File: src/rtl/star_pkg.sv
// Shared types and helpers for the star collectible bank: default layout,
// scan FSM states, the box-overlap test and width helpers.
package star_pkg;

   localparam int unsigned OVL_W = 17;

   localparam logic [39:0] STAR_X_DEFAULT = {10'd512, 10'd416, 10'd320, 10'd224};
   localparam logic [39:0] STAR_Y_DEFAULT = {10'd150, 10'd150, 10'd180, 10'd180};

   typedef enum logic [1:0] {
      ST_IDLE,
      ST_SCAN,
      ST_DONE
   } scan_state_e;

   function automatic int unsigned idx_w(input int unsigned n);
      return (n <= 1) ? 1 : $clog2(n);
   endfunction

   function automatic int unsigned cnt_w(input int unsigned frames);
      return (frames == 0) ? 1 : $clog2(frames + 1);
   endfunction

   // Operands are zero-extended coordinates, so the sums below cannot wrap.
   function automatic logic overlap(input logic [OVL_W-1:0] cx, input logic [OVL_W-1:0] cy,
                                    input logic [OVL_W-1:0] sx, input logic [OVL_W-1:0] sy,
                                    input logic [OVL_W-1:0] csz, input logic [OVL_W-1:0] ssz);
      return (cx + csz >= sx) && (cx <= sx + ssz) &&
             (cy + csz >= sy) && (cy <= sy + ssz);
   endfunction

endpackage

File: src/rtl/star_slot.sv
// One star's presence flag plus its respawn countdown; a collection reloads
// the countdown, and frame ticks count it down to re-enable the star.
module star_slot
   import star_pkg::*;
#(
   parameter int unsigned RESPAWN_FRAMES = 0
) (
   input  logic sys_clk,
   input  logic RST_N,
   input  logic hit_i,
   input  logic frame_tick_i,
   input  logic clear_i,
   output logic en_o
);

   localparam int unsigned CW = cnt_w(RESPAWN_FRAMES);

   logic          en_q, en_d;
   logic [CW-1:0] cnt_q, cnt_d;

   always_comb begin
      en_d  = en_q;
      cnt_d = cnt_q;
      if (clear_i) begin
         en_d  = 1'b1;
         cnt_d = '0;
      end else if (hit_i && en_q) begin
         en_d  = 1'b0;
         cnt_d = CW'(RESPAWN_FRAMES);
      end else if (frame_tick_i && (cnt_q != '0)) begin
         cnt_d = cnt_q - 1'b1;
         if (cnt_q == CW'(1)) begin
            en_d = 1'b1;
         end
      end
   end

   always_ff @(posedge sys_clk or negedge RST_N) begin
      if (!RST_N) begin
         en_q  <= 1'b1;
         cnt_q <= '0;
      end else begin
         en_q  <= en_d;
         cnt_q <= cnt_d;
      end
   end

   assign en_o = en_q;

endmodule

File: src/rtl/star_bank.sv
// Collectible star manager: per-frame scan of all stars through one shared
// overlap comparator, collection pulses, saturating score and screen mapping.
module star_bank
   import star_pkg::*;
#(
   parameter int unsigned NUM_STARS      = 4,
   parameter int unsigned W              = 10,
   parameter int unsigned CHAR_SIZE      = 12,
   parameter int unsigned STAR_SIZE      = 12,
   parameter int unsigned SCREEN_W       = 640,
   parameter int unsigned RESPAWN_FRAMES = 0,
   parameter int unsigned SCORE_W        = 8,
   parameter logic [NUM_STARS*W-1:0] STAR_X_INIT = STAR_X_DEFAULT,
   parameter logic [NUM_STARS*W-1:0] STAR_Y_INIT = STAR_Y_DEFAULT
) (
   input  logic                          sys_clk,
   input  logic                          RST_N,
   input  logic [W-1:0]                  char_x,
   input  logic [W-1:0]                  char_y,
   input  logic [W-1:0]                  bg_pos,
   input  logic                          frame_tick,
   input  logic                          clear,
   output logic [NUM_STARS*W-1:0]        star_x_scr,
   output logic [NUM_STARS*W-1:0]        star_y,
   output logic [NUM_STARS-1:0]          en_mask,
   output logic [NUM_STARS-1:0]          star_visible,
   output logic                          collect_pulse,
   output logic [idx_w(NUM_STARS)-1:0]   collect_idx,
   output logic [SCORE_W-1:0]            score,
   output logic                          scan_busy,
   output logic                          scan_done,
   output logic                          all_collected
);

   localparam int unsigned IW = idx_w(NUM_STARS);

   scan_state_e          state_q;
   logic [IW-1:0]        idx_q;
   logic [W-1:0]         cx_q, cy_q;
   logic                 pulse_q;
   logic [IW-1:0]        cidx_q;
   logic [SCORE_W-1:0]   score_q;
   logic                 busy_q, done_q;

   logic [NUM_STARS-1:0] en_w;
   logic [NUM_STARS-1:0] hit_vec;
   logic [W-1:0]         sel_x, sel_y;
   logic                 sel_en, hit_now;

   // Shared comparator: mux the star under test by the scan index.
   always_comb begin
      sel_x   = '0;
      sel_y   = '0;
      sel_en  = 1'b0;
      hit_vec = '0;
      for (int unsigned i = 0; i < NUM_STARS; i++) begin
         if (idx_q == IW'(i)) begin
            sel_x  = STAR_X_INIT[i*W +: W];
            sel_y  = STAR_Y_INIT[i*W +: W];
            sel_en = en_w[i];
         end
      end
      hit_now = (state_q == ST_SCAN) && sel_en &&
                overlap(OVL_W'(cx_q), OVL_W'(cy_q), OVL_W'(sel_x), OVL_W'(sel_y),
                        OVL_W'(CHAR_SIZE), OVL_W'(STAR_SIZE));
      for (int unsigned i = 0; i < NUM_STARS; i++) begin
         hit_vec[i] = hit_now && (idx_q == IW'(i));
      end
   end

   always_ff @(posedge sys_clk or negedge RST_N) begin
      if (!RST_N) begin
         state_q <= ST_IDLE;
         idx_q   <= '0;
         cx_q    <= '0;
         cy_q    <= '0;
         pulse_q <= 1'b0;
         cidx_q  <= '0;
         score_q <= '0;
         busy_q  <= 1'b0;
         done_q  <= 1'b0;
      end else if (clear) begin
         state_q <= ST_IDLE;
         idx_q   <= '0;
         pulse_q <= 1'b0;
         score_q <= '0;
         busy_q  <= 1'b0;
         done_q  <= 1'b0;
      end else begin
         pulse_q <= 1'b0;
         done_q  <= 1'b0;
         if (hit_now) begin
            pulse_q <= 1'b1;
            cidx_q  <= idx_q;
            if (score_q != '1) begin
               score_q <= score_q + 1'b1;
            end
         end
         unique case (state_q)
            ST_IDLE: begin
               if (frame_tick) begin
                  cx_q    <= char_x;
                  cy_q    <= char_y;
                  idx_q   <= '0;
                  state_q <= ST_SCAN;
                  busy_q  <= 1'b1;
               end
            end
            ST_SCAN: begin
               if (idx_q == IW'(NUM_STARS - 1)) begin
                  state_q <= ST_DONE;
                  done_q  <= 1'b1;
               end else begin
                  idx_q <= idx_q + 1'b1;
               end
            end
            ST_DONE: begin
               state_q <= ST_IDLE;
               busy_q  <= 1'b0;
            end
            default: state_q <= ST_IDLE;
         endcase
      end
   end

   for (genvar g = 0; g < NUM_STARS; g++) begin : g_star
      logic [W-1:0] wx, sdx;

      star_slot #(
         .RESPAWN_FRAMES(RESPAWN_FRAMES)
      ) u_slot (
         .sys_clk      (sys_clk),
         .RST_N        (RST_N),
         .hit_i        (hit_vec[g]),
         .frame_tick_i (frame_tick),
         .clear_i      (clear),
         .en_o         (en_w[g])
      );

      assign wx                   = STAR_X_INIT[g*W +: W];
      assign sdx                  = wx - bg_pos;
      assign star_x_scr[g*W +: W] = sdx;
      assign star_y[g*W +: W]     = STAR_Y_INIT[g*W +: W];
      assign star_visible[g]      = en_w[g] && (wx >= bg_pos) && (32'(sdx) < 32'(SCREEN_W));
   end

   assign en_mask       = en_w;
   assign all_collected = (en_w == '0);
   assign collect_pulse = pulse_q;
   assign collect_idx   = cidx_q;
   assign score         = score_q;
   assign scan_busy     = busy_q;
   assign scan_done     = done_q;

endmodule

File: config.mk
export PLATFORM = sky130hd
export DESIGN_NAME = star_bank
export DESIGN_NICKNAME = d
export VERILOG_FILES = /design/src/rtl/star_pkg.sv /design/src/rtl/star_slot.sv /design/src/rtl/star_bank.sv
export SDC_FILE = /design/constraint.sdc
export NUM_CORES = 1
export LEC_CHECK = 0
export BUFFER_PORTS_ARGS = -buffer_cell sky130_fd_sc_hd__buf_2
export CAP_MARGIN = 10
export CORE_MARGIN = 5
export CORE_UTILIZATION = 40
export DETAILED_ROUTE_END_ITERATION = 16
export PLACE_DENSITY = 0.78
export SYNTH_ARGS = -nofsm -noshare
export SYNTH_HDL_FRONTEND = slang
export SYNTH_SLANG_ARGS = --single-unit
File: constraint.sdc
create_clock -name sys_clk -period 3 [get_ports sys_clk]
set_input_delay 0.45 -clock sys_clk [delete_from_list [all_inputs] [get_ports sys_clk]]
set_output_delay 0.45 -clock sys_clk [all_outputs]
set_load 0.01 [all_outputs]
==> results of run 1 <==
## power by group through the flow
stage | clock [mW] | combinational [mW] | sequential (mW)
floorplan | 0 | 0.459 | 0.726
global placement | 0 | 0.545 | 0.742
detailed placement | 0 | 0.573 | 0.748
CTS | 0.378 | 0.585 | 0.736
global route | 0.405 | 0.675 | 0.748
finish | 0.367 | 0.602 | 0.739
## synthesized netlist by cell type (6+ instances only)
master / instances / share of area
dfrtp_1: 41 / 0.29
xor2_1: 12 / 0.029
nand2_1: 23 / 0.024
a21oi_1: 14 / 0.020
ha_1: 26 / 0.091
inv_1: 22 / 0.023
nor2_1: 22 / 0.023
a31oi_1: 6 / 0.010
xnor2_1: 16 / 0.039
mux2_2: 16 / 0.050
buf_4: 63 / 0.13
o21ai_0: 24 / 0.034
and3_1: 7 / 0.012
clkbuf_1: 7 / 0.0073
## state kept, by name, summed over array words and instances (netlist names)
name and flops:
state_q 2, idx_q 2, cy_q 10, collect_idx 2, scan_busy 1, g_star.u_slot.en_o 4, g_star.u_slot.cnt_q 4, cx_q 10
collect_pulse 1, score 8, scan_done 1
## area by class of cell
cell class / count / area [µm²] / share of cell area
multi-input cells: 287 / 2067 / 0.4951
flip-flops and latches: 45 / 1134 / 0.2715
repair buffers: 120 / 666.9 / 0.1597
well taps: 108 / 135.1 / 0.03236
inverters: 23 / 88.84 / 0.02128
clock buffers: 7 / 76.32 / 0.01828
clock inverters: 1 / 7.507 / 0.001798
## logic make-up after synthesis
logic type | count (synthesis)
AND/OR/NAND/NOR | 95
adder cells (fa/ha/maj) | 26
multiplexers | 23
buffers and inverters | 99
other | 2
XOR/XNOR | 28
AO/OA/AOI/OAI | 70
flip-flops | 45
## critical path: stages (launching register included)
cell and delay (ns):
dfrtp_2 0.48, ha_4 0.20, nor2_4 0.14, o21ai_2 0.08, ha_1 0.29, nand4_1 0.12
or4b_4 0.52, a2111oi_4 0.42, and3_4 0.29, buf_6 0.12, a21oi_1 0.06, a311o_1 0.32
## what timing repair did
action / 4_1_cts / 5_1_grt
pin swaps: 0 / 7
buffers inserted: 6 / 5
gates resized for setup: 4 / 11
setup endpoints to repair: 14 / 16
## stage by stage
step	setup slack, ns	cells	power (mW)	hold slack [ns]
after floorplan	-0.04788	431	1.184	0.1544
after global placement	0.008549	572	1.287	0.4753
after detailed placement	-0.1176	572	1.322	0.4997
after CTS	-0.06320	586	1.700	0.3447
after global routing	-0.2365	591	1.828	0.3563
final	-0.1195	591	1.709	0.3168
## worst max path at each step
stage | end | slack [ns]
after detailed placement | g_star[2].u_slot.en_o | -0.12
after global routing | g_star[2].u_slot.en_o | -0.24
after CTS | g_star[2].u_slot.en_o | -0.06
after global placement | g_star[2].u_slot.en_o | 0.009
final | g_star[2].u_slot.en_o | -0.12
after floorplan | collect_idx[1] | -0.05
## layer usage
metal	vias up	track usage	part of all wire
met5	-	0	0
met4	0	0.03014	0.011
met3	9	0.03637	0.089
met2	128	0.2643	0.50
met1	1394	0.1698	0.40
li1	1422	-	-
==> flow_summary_export.csv, run 1 <==
group,metric,value,unit
sta,tightest_slew,1.005,ns
final_layout,fin_util,0.4788,
global_routing,grt_max_degree,46,
synthesis,netlist_instances,388,
final_layout,design_area,4175,µm²
placed_design,numPortBuffers,95,
clock_network,cts_tree,"yes",
sta,slew_headroom,0.3298,
pwr,power_leakage,2.070,nW
placed_design,gp_congestion,0.8192,
sta,hold_viol,0,
final_layout,final_cell_mix,"buf_2, conb_1, dfrtp_1",
synthesis,ys_types,61,
sta,period_minus_slack,3.120,ns
clock_network,insertion_delay,0.30,ns
worst_hold_path,min_path_type,"in -> async",
placed_design,dp_hpwl,6666,µm
global_routing,antenna_found_initial,0,
synthesis,synth_compound_area_frac,0.1293,
drt,vias,2953,
final_layout,num_antenna_cells,0,
synthesis,yosys_warnings,0,
global_routing,first_global_vias,2873,
pwr,p_sw,596.5,µW
pwr,irDropWorstVdd,0.2557,mV
synthesis,yosysSeqAreaShare,0.3160,
drt,ant_nets,0,
synthesis,synthSimpleGateAreaFrac,0.1444,
global_routing,overflow,0,
synthesis,avgSynthCellArea,9.226,µm²
drt,via_per_inst,4.997,
synthesis,ys_async_sr_fraction,1.000,
setup_path,critPathRequiredTime,3.22,ns
drt,drt_pass1_iterations,4,
setup_path,cp_max_fo,7,
final_layout,final_layout_size_suffix_gt1_frac,0.3602,
sta,rsz0062_at_grt,"yes",
floorplanning,die-height,104.6,µm
sta,skew,0.01214,ns
setup_path,reg2reg_setup_slack,-0.12,ns
final_layout,final_common_cell,"buf_2",
run_status,violations,"negative setup slack",
synthesis,synth_top_family_by_area,"buffers and inverters",
placed_design,place_area,3956,µm²
drt,drt_wl_total,8421,µm
sta,slew_violations,0,
synthesis,synth_mux_area_frac,0.07235,
clock_network,htree_levels,2,
synthesis,ys_dominant_reg_cell,"dfrtp_1",
clock_network,clkTransAtPathRegs,0.09,ns
floorplanning,row_count,34,
synthesis,synth_edf_count,0,
clock_network,cts_buffers,5,
sta,fin_ws,-0.1195,ns
pwr,powerDensity,409.3,nW/µm²
run_status,status,"finished, violations left",
global_routing,globalRouteTotalUtil,0.1441,
floorplanning,start_util,0.4105,
pwr,intPower,1.112,mW
drt,post-route-drc-count,0,
sta,max_freq,320.6,MHz
synthesis,synth_xor_area_frac,0.06851,
setup_path,cp-start-kind,"flip-flop",
sta,period_share,1.040,
drt,drt_iter0_drc,115,
sta,setup_viol,13,
pwr,p_comb_frac,0.352,
clock_network,cts_sinks,45,
setup_path,startpoint,"idx_q[1]",
floorplanning,die_x,104.6,µm
floorplanning,die_area,10940,µm²
floorplanning,core-area,8721,µm²
clock_network,cts.path.max_buffers,2,
setup_path,rr_startpoint,"idx_q[1]",
setup_path,r2r_end,"g_star[2].u_slot.en_o",
setup_path,worstSetupPathType,"reg -> reg",
synthesis,synth_seq_cells,45,
pwr,power.share.clock,0.215,
setup_path,reg2regPathDepth,11,
job,drv_cap,0,
final_layout,nNetsFinal,542,
global_routing,grt_pass1_wl,13590,µm
setup_path,cp-end-kind,"flip-flop",
drt,wl_per_cell,14.25,µm
synthesis,syn_area,3580,µm²
pwr,swShare,0.3491,
clock_network,cts_hold_buf,0,
sta,setup_tns,-0.9861,ns
synthesis,synth_fa_ha_area_frac,0.09088,
floorplanning,io_pins,136,
final_layout,area_growth,16.64,%
clock_network,cts-root-buf,"clkbuf_8",
final_layout,filler_cell_count,779,
setup_path,cp.arrival,3.34,ns
pwr,pwr-share-seq,0.433,
Note: power is estimated with default switching activity, not from simulation.
==> run 2: changes to the inputs <==
PLACE_DENSITY = 0.75   (was 0.78)
clock period = 3.7 ns   (was 3 ns; I/O delays follow)
==> run 2 against run 1 <==
  * The flow now finishes without violations
  * Critical path depth is 1 higher
  * Power is 17% lower
  * First-iteration DRC count is 12% higher
  * Die area stayed put
  * Global-route usage is 0.91 points lower
  * Count of clock-buffer cells in the layout is 2 lower
  * Sequential share of layout area is 1.3 points higher
  * Hold slack better by 0.091 ns
  * Setup slack better by 0.37 ns
  * Clock skew is 0.0036 ns lower
  * Largest cell class unchanged
  * Largest power group unchanged
==> flow_summary_export.csv, run 2 (synthesis results as in run 1) <==
group,metric,value,unit
run_status,status,"finished clean",
sta,skew,0.008488,ns
drt,vias,2806,
setup_path,cp.arrival,3.68,ns
global_routing,grt_max_degree,46,
final_layout,fin_util,0.4561,
floorplanning,die_area,10940,µm²
setup_path,crit_slowest_cell,"or4b_4",
floorplanning,start_util,0.4105,
sta,tightest_slew,0.9809,ns
setup_path,r2r_end,"g_star[2].u_slot.en_o",
floorplanning,die_x,104.6,µm
clock_network,insertion_delay,0.31,ns
floorplanning,die-height,104.6,µm
sta,hold_slack,0.4073,ns
global_routing,grt_pass1_wl,12680,µm
worst_hold_path,min_path_type,"in -> async",
final_layout,area_growth,11.11,%
setup_path,critPathBufInv,2,
global_routing,first_global_vias,2739,
drt,drt_wl_total,7646,µm
final_layout,nNetsFinal,523,
sta,setup_viol,0,
placed_design,numPortBuffers,95,
placed_design,dpl_worst_slack,0.01595,ns
setup_path,cp-start-kind,"flip-flop",
setup_path,cp-end-kind,"flip-flop",
drt,drt_iter0_drc,129,
pwr,powerDensity,358.2,nW/µm²
placed_design,place_area,3845,µm²
setup_path,rr_startpoint,"idx_q[0]",
sta,rsz0062_at_grt,"no",
clock_network,cts_buffers,5,
drt,ant_nets,0,
final_layout,final_cells,572,
pwr,irDropWorstVdd,0.2279,mV
pwr,total_power,1.425,mW
clock_network,htree_levels,2,
drt,wl_per_cell,13.37,µm
floorplanning,row_count,34,
global_routing,globalRouteTotalUtil,0.1351,
placed_design,dp_hpwl,6212,µm
pwr,power_leakage,1.989,nW
drt,via_per_inst,4.906,
final_layout,design_area,3978,µm²
setup_path,reg2regPathDepth,12,
setup_path,worstSetupPathType,"reg -> reg",
clock_network,clkTransAtPathRegs,0.09,ns
global_routing,antenna_found_initial,0,
clock_network,cts.path.max_buffers,2,
sta,setup_tns,0,ns
placed_design,placed_cells,562,
sta,slew_violations,0,
setup_path,critPathRequiredTime,3.93,ns
job,drv_cap,0,
sta,period_share,0.9312,
drt,drt_pass1_iterations,4,
final_layout,num_antenna_cells,0,
final_layout,final_layout_size_suffix_gt1_frac,0.3103,
drt,post-route-drc-count,0,
setup_path,reg2reg_setup_slack,0.25,ns
floorplanning,io_pins,136,
sta,hold_viol,0,
setup_path,cp_max_fo,7,
setup_path,cpPeakStageDelay,0.52,ns
final_layout,final_cell_mix,"buf_2, conb_1, dfrtp_1",
setup_path,startpoint,"idx_q[0]",
clock_network,cts_sinks,45,
global_routing,overflow,0,
clock_network,cts_tree,"yes",
sta,max_freq,290.3,MHz
clock_network,cts-root-buf,"clkbuf_8",
sta,fin_ws,0.2547,ns
setup_path,path_cells,"buf_4, ha_1, nor2_2, o21ai_0, ha_1, nand4_1, or4b_4, a2111oi_4, and3_2, buf_4, a21oi_1, a311o_1",
floorplanning,core-area,8721,µm²
sta,slew_headroom,0.3461,
final_layout,final_common_cell,"buf_2",
sta,period_minus_slack,3.445,ns
placed_design,gp_congestion,0.8309,
setup_path,crit_family,"simple AND/OR/NAND/NOR gates",
==> run 2: routing by layer <==
metal,share of wire,global-route usage,wire length (µm)
met1,0.42,0.1605,3202
met2,0.48,0.2412,3682
met3,0.088,0.03822,672
met4,0.012,0.03196,89
met5,0,0,0
==> run 2: worst max-delay path by stage <==
stage / end / slack (ns) / depth (start not counted)
final: g_star[2].u_slot.en_o / 0.25 / 12
after detailed placement: collect_idx[1] / 0.02 / 11
after global routing: g_star[2].u_slot.en_o / 0.06 / 12
after CTS: g_star[2].u_slot.en_o / 0.09 / 12
after global placement: g_star[2].u_slot.en_o / 0.23 / 12
after floorplan: collect_idx[0] / 0.42 / 12
==> run 2: where the power goes <==
part           switching, mW  internal (mW)  total, mW
clock                  0.179          0.203      0.382
combinational          0.245          0.204      0.448
sequential            0.0547          0.540      0.595
total                  0.478          0.946       1.42
==> run 2: final cells by class <==
class | count | area [µm²]
well taps | 108 | 135.1
inverters | 23 | 86.33
flip-flops and latches | 45 | 1132
multi-input cells | 287 | 1991
fillers | 827 | 4743
repair buffers | 101 | 520.5
clock inverters | 3 | 43.79
clock buffers | 5 | 68.82
==> run 2: worst register-to-register path, delay by kind of cell (launching register included) <==
kind	cells	cell delay (ns)
adders and majority gates	2	0.57
DFF	1	0.44
buffers and inverters	2	0.32
AOI/OAI and AO/OA	4	0.94
and+or+nand+nor	4	1.10
==> run 2: repair_timing <==
item / 4_1_cts / 5_1_grt
resized for setup: 1 / 2
gates cloned: 0 / 0
endpoints found under the setup margin: 1 / 9
hold buffers: 0 / 0
buffers inserted: 0 / 2
==> run 3: changes to the inputs <==
CORE_ASPECT_RATIO = 0.9   (was unset)
==> run 3 against run 2 <==
  * Sequential share of layout area rose by 0.18 points
  * Sequential cell count unchanged
  * Clock power is 22% lower
  * Wire length increased by 1.1%
  * Global-route usage rose by 0.56 points
  * Via count down 0.29%
  * Non-clock buffer count is 2 lower
  * Critical endpoint is now score[5]
==> flow_summary_export.csv, run 3 (synthesis results as in run 1) <==
group,metric,value,unit
drt,drt_wl_total,7729,µm
setup_path,cp.arrival,3.66,ns
floorplanning,core-area,8648,µm²
floorplanning,start_util,0.4139,
pwr,total_power,1.343,mW
final_layout,fin_util,0.4570,
sta,slew_headroom,0.3313,
setup_path,cp-start-kind,"flip-flop",
run_status,status,"finished clean",
global_routing,globalRouteTotalUtil,0.1406,
setup_path,worstSetupPathType,"reg -> reg",
global_routing,first_global_vias,2709,
floorplanning,die-height,99.75,µm
setup_path,crit_family,"simple AND/OR/NAND/NOR gates",
sta,setup_viol,0,
final_layout,area_growth,10.42,%
sta,rsz0062_at_grt,"no",
sta,period_share,0.9366,
setup_path,path_cells,"inv_1, ha_1, nor2_2, o21ai_1, ha_1, nand4_1, or4b_4, a2111oi_4, and4_2, nand4_2, mux2_4",
sta,setup_tns,0,ns
floorplanning,io_pins,136,
placed_design,gp_congestion,0.8296,
floorplanning,die_area,10940,µm²
sta,skew,0.007960,ns
worst_hold_path,min_path_type,"in -> async",
sta,slew_violations,0,
sta,fin_ws,0.2345,ns
drt,ant_nets,0,
placed_design,dpl_worst_slack,0.03807,ns
clock_network,cts_sinks,45,
clock_network,post-cts-setup-buffers,0,
placed_design,numPortBuffers,95,
setup_path,cpPeakStageDelay,0.52,ns
global_routing,grt_max_degree,46,
clock_network,clkTransAtPathRegs,0.09,ns
setup_path,cp_max_fo,8,
final_layout,final_common_cell,"buf_2",
clock_network,cts.path.max_buffers,2,
clock_network,cts-root-buf,"clkbuf_8",
pwr,irDropWorstVdd,0.2096,mV
final_layout,nNetsFinal,521,
drt,drt_iter0_drc,73,
global_routing,overflow,0,
sta,period_minus_slack,3.465,ns
final_layout,final_cell_mix,"buf_2, conb_1, dfrtp_1",
sta,hold_viol,0,
setup_path,crit_path_frequent_cell,"ha_1",
drt,vias,2798,
floorplanning,row_count,32,
placed_design,dp_hpwl,6198,µm
drt,post-route-drc-count,0,
drt,wl_per_cell,13.30,µm
setup_path,critPathBufInv,1,
pwr,power_leakage,1.958,nW
clock_network,cts_buffers,5,
clock_network,insertion_delay,0.30,ns
setup_path,critPathRequiredTime,3.89,ns
clock_network,cts_tree,"yes",
setup_path,cp-end-kind,"flip-flop",
drt,via_per_inst,4.816,
sta,hold_slack,0.4305,ns
setup_path,crit_slowest_cell,"or4b_4",
global_routing,antenna_found_initial,0,
final_layout,num_antenna_cells,0,
sta,max_freq,288.6,MHz
floorplanning,die_x,109.7,µm
final_layout,final_layout_size_suffix_gt1_frac,0.3052,
drt,drt_pass1_iterations,4,
global_routing,grt_pass1_wl,12760,µm
pwr,powerDensity,339.7,nW/µm²
sta,tightest_slew,1.003,ns
job,drv_cap,0,
clock_network,htree_levels,2,
run 3: where the power goes:
part           internal, mW  switching (mW)  total, mW
Combinational         0.203           0.246      0.449
Sequential            0.540          0.0572      0.597
Clock                 0.134           0.163      0.297
Total                 0.876           0.466       1.34
run 3: final cells by class:
| type | instances | area [µm²] |
|---|---|---|
| inverter | 23 | 86.33 |
| timing repair buffer | 99 | 505.5 |
| clock inverter | 1 | 7.507 |
| multi-input combinational | 287 | 1996 |
| clock buffer | 7 | 76.32 |
| fill | 852 | 4696 |
| sequential | 45 | 1132 |
| tap | 119 | 148.9 |
run 3: worst paths after layout:
path | slack, ns | endpoint | cells after the start | from
worst max-delay path | 0.23 | score[5] | 11 | idx_q[0]
worst min-delay path | 0.43 | cy_q[6] | 1 | RST_N
worst max register to register | 0.23 | score[5] | 11 | idx_q[0]
worst min register to register | 0.50 | g_star[0].u_slot.cnt_q | 2 | g_star[0].u_slot.cnt_q
max in group asynchronous | 2.59 | idx_q[0] | 1 | RST_N
min in group sys_clk | 0.47 | cy_q[3] | 3 | char_y[3]
run 3: through the flow:
stage / cells / instance area, µm²
floorplan: 431 / 3741
global placement: 573 / 3859
detailed placement: 573 / 3859
CTS: 581 / 3943
global route: 581 / 3953
finish: 581 / 3953
run 3: per-layer routing:
metal  routed length, µm  vias to the layer above  track usage
li1                    -                     1376            -
met1                3386                     1342       0.1869
met2                3781                       71       0.2374
met3                 484                        9      0.02985
met4                  76                        0      0.02493
met5                   0                        -            0
run 3: timing repair:
| item | CTS | global route |
|---|---|---|
| setup endpoints to repair | 0 | 15 |
| gates resized for setup | 0 | 6 |
| hold buffers | 0 | 0 |
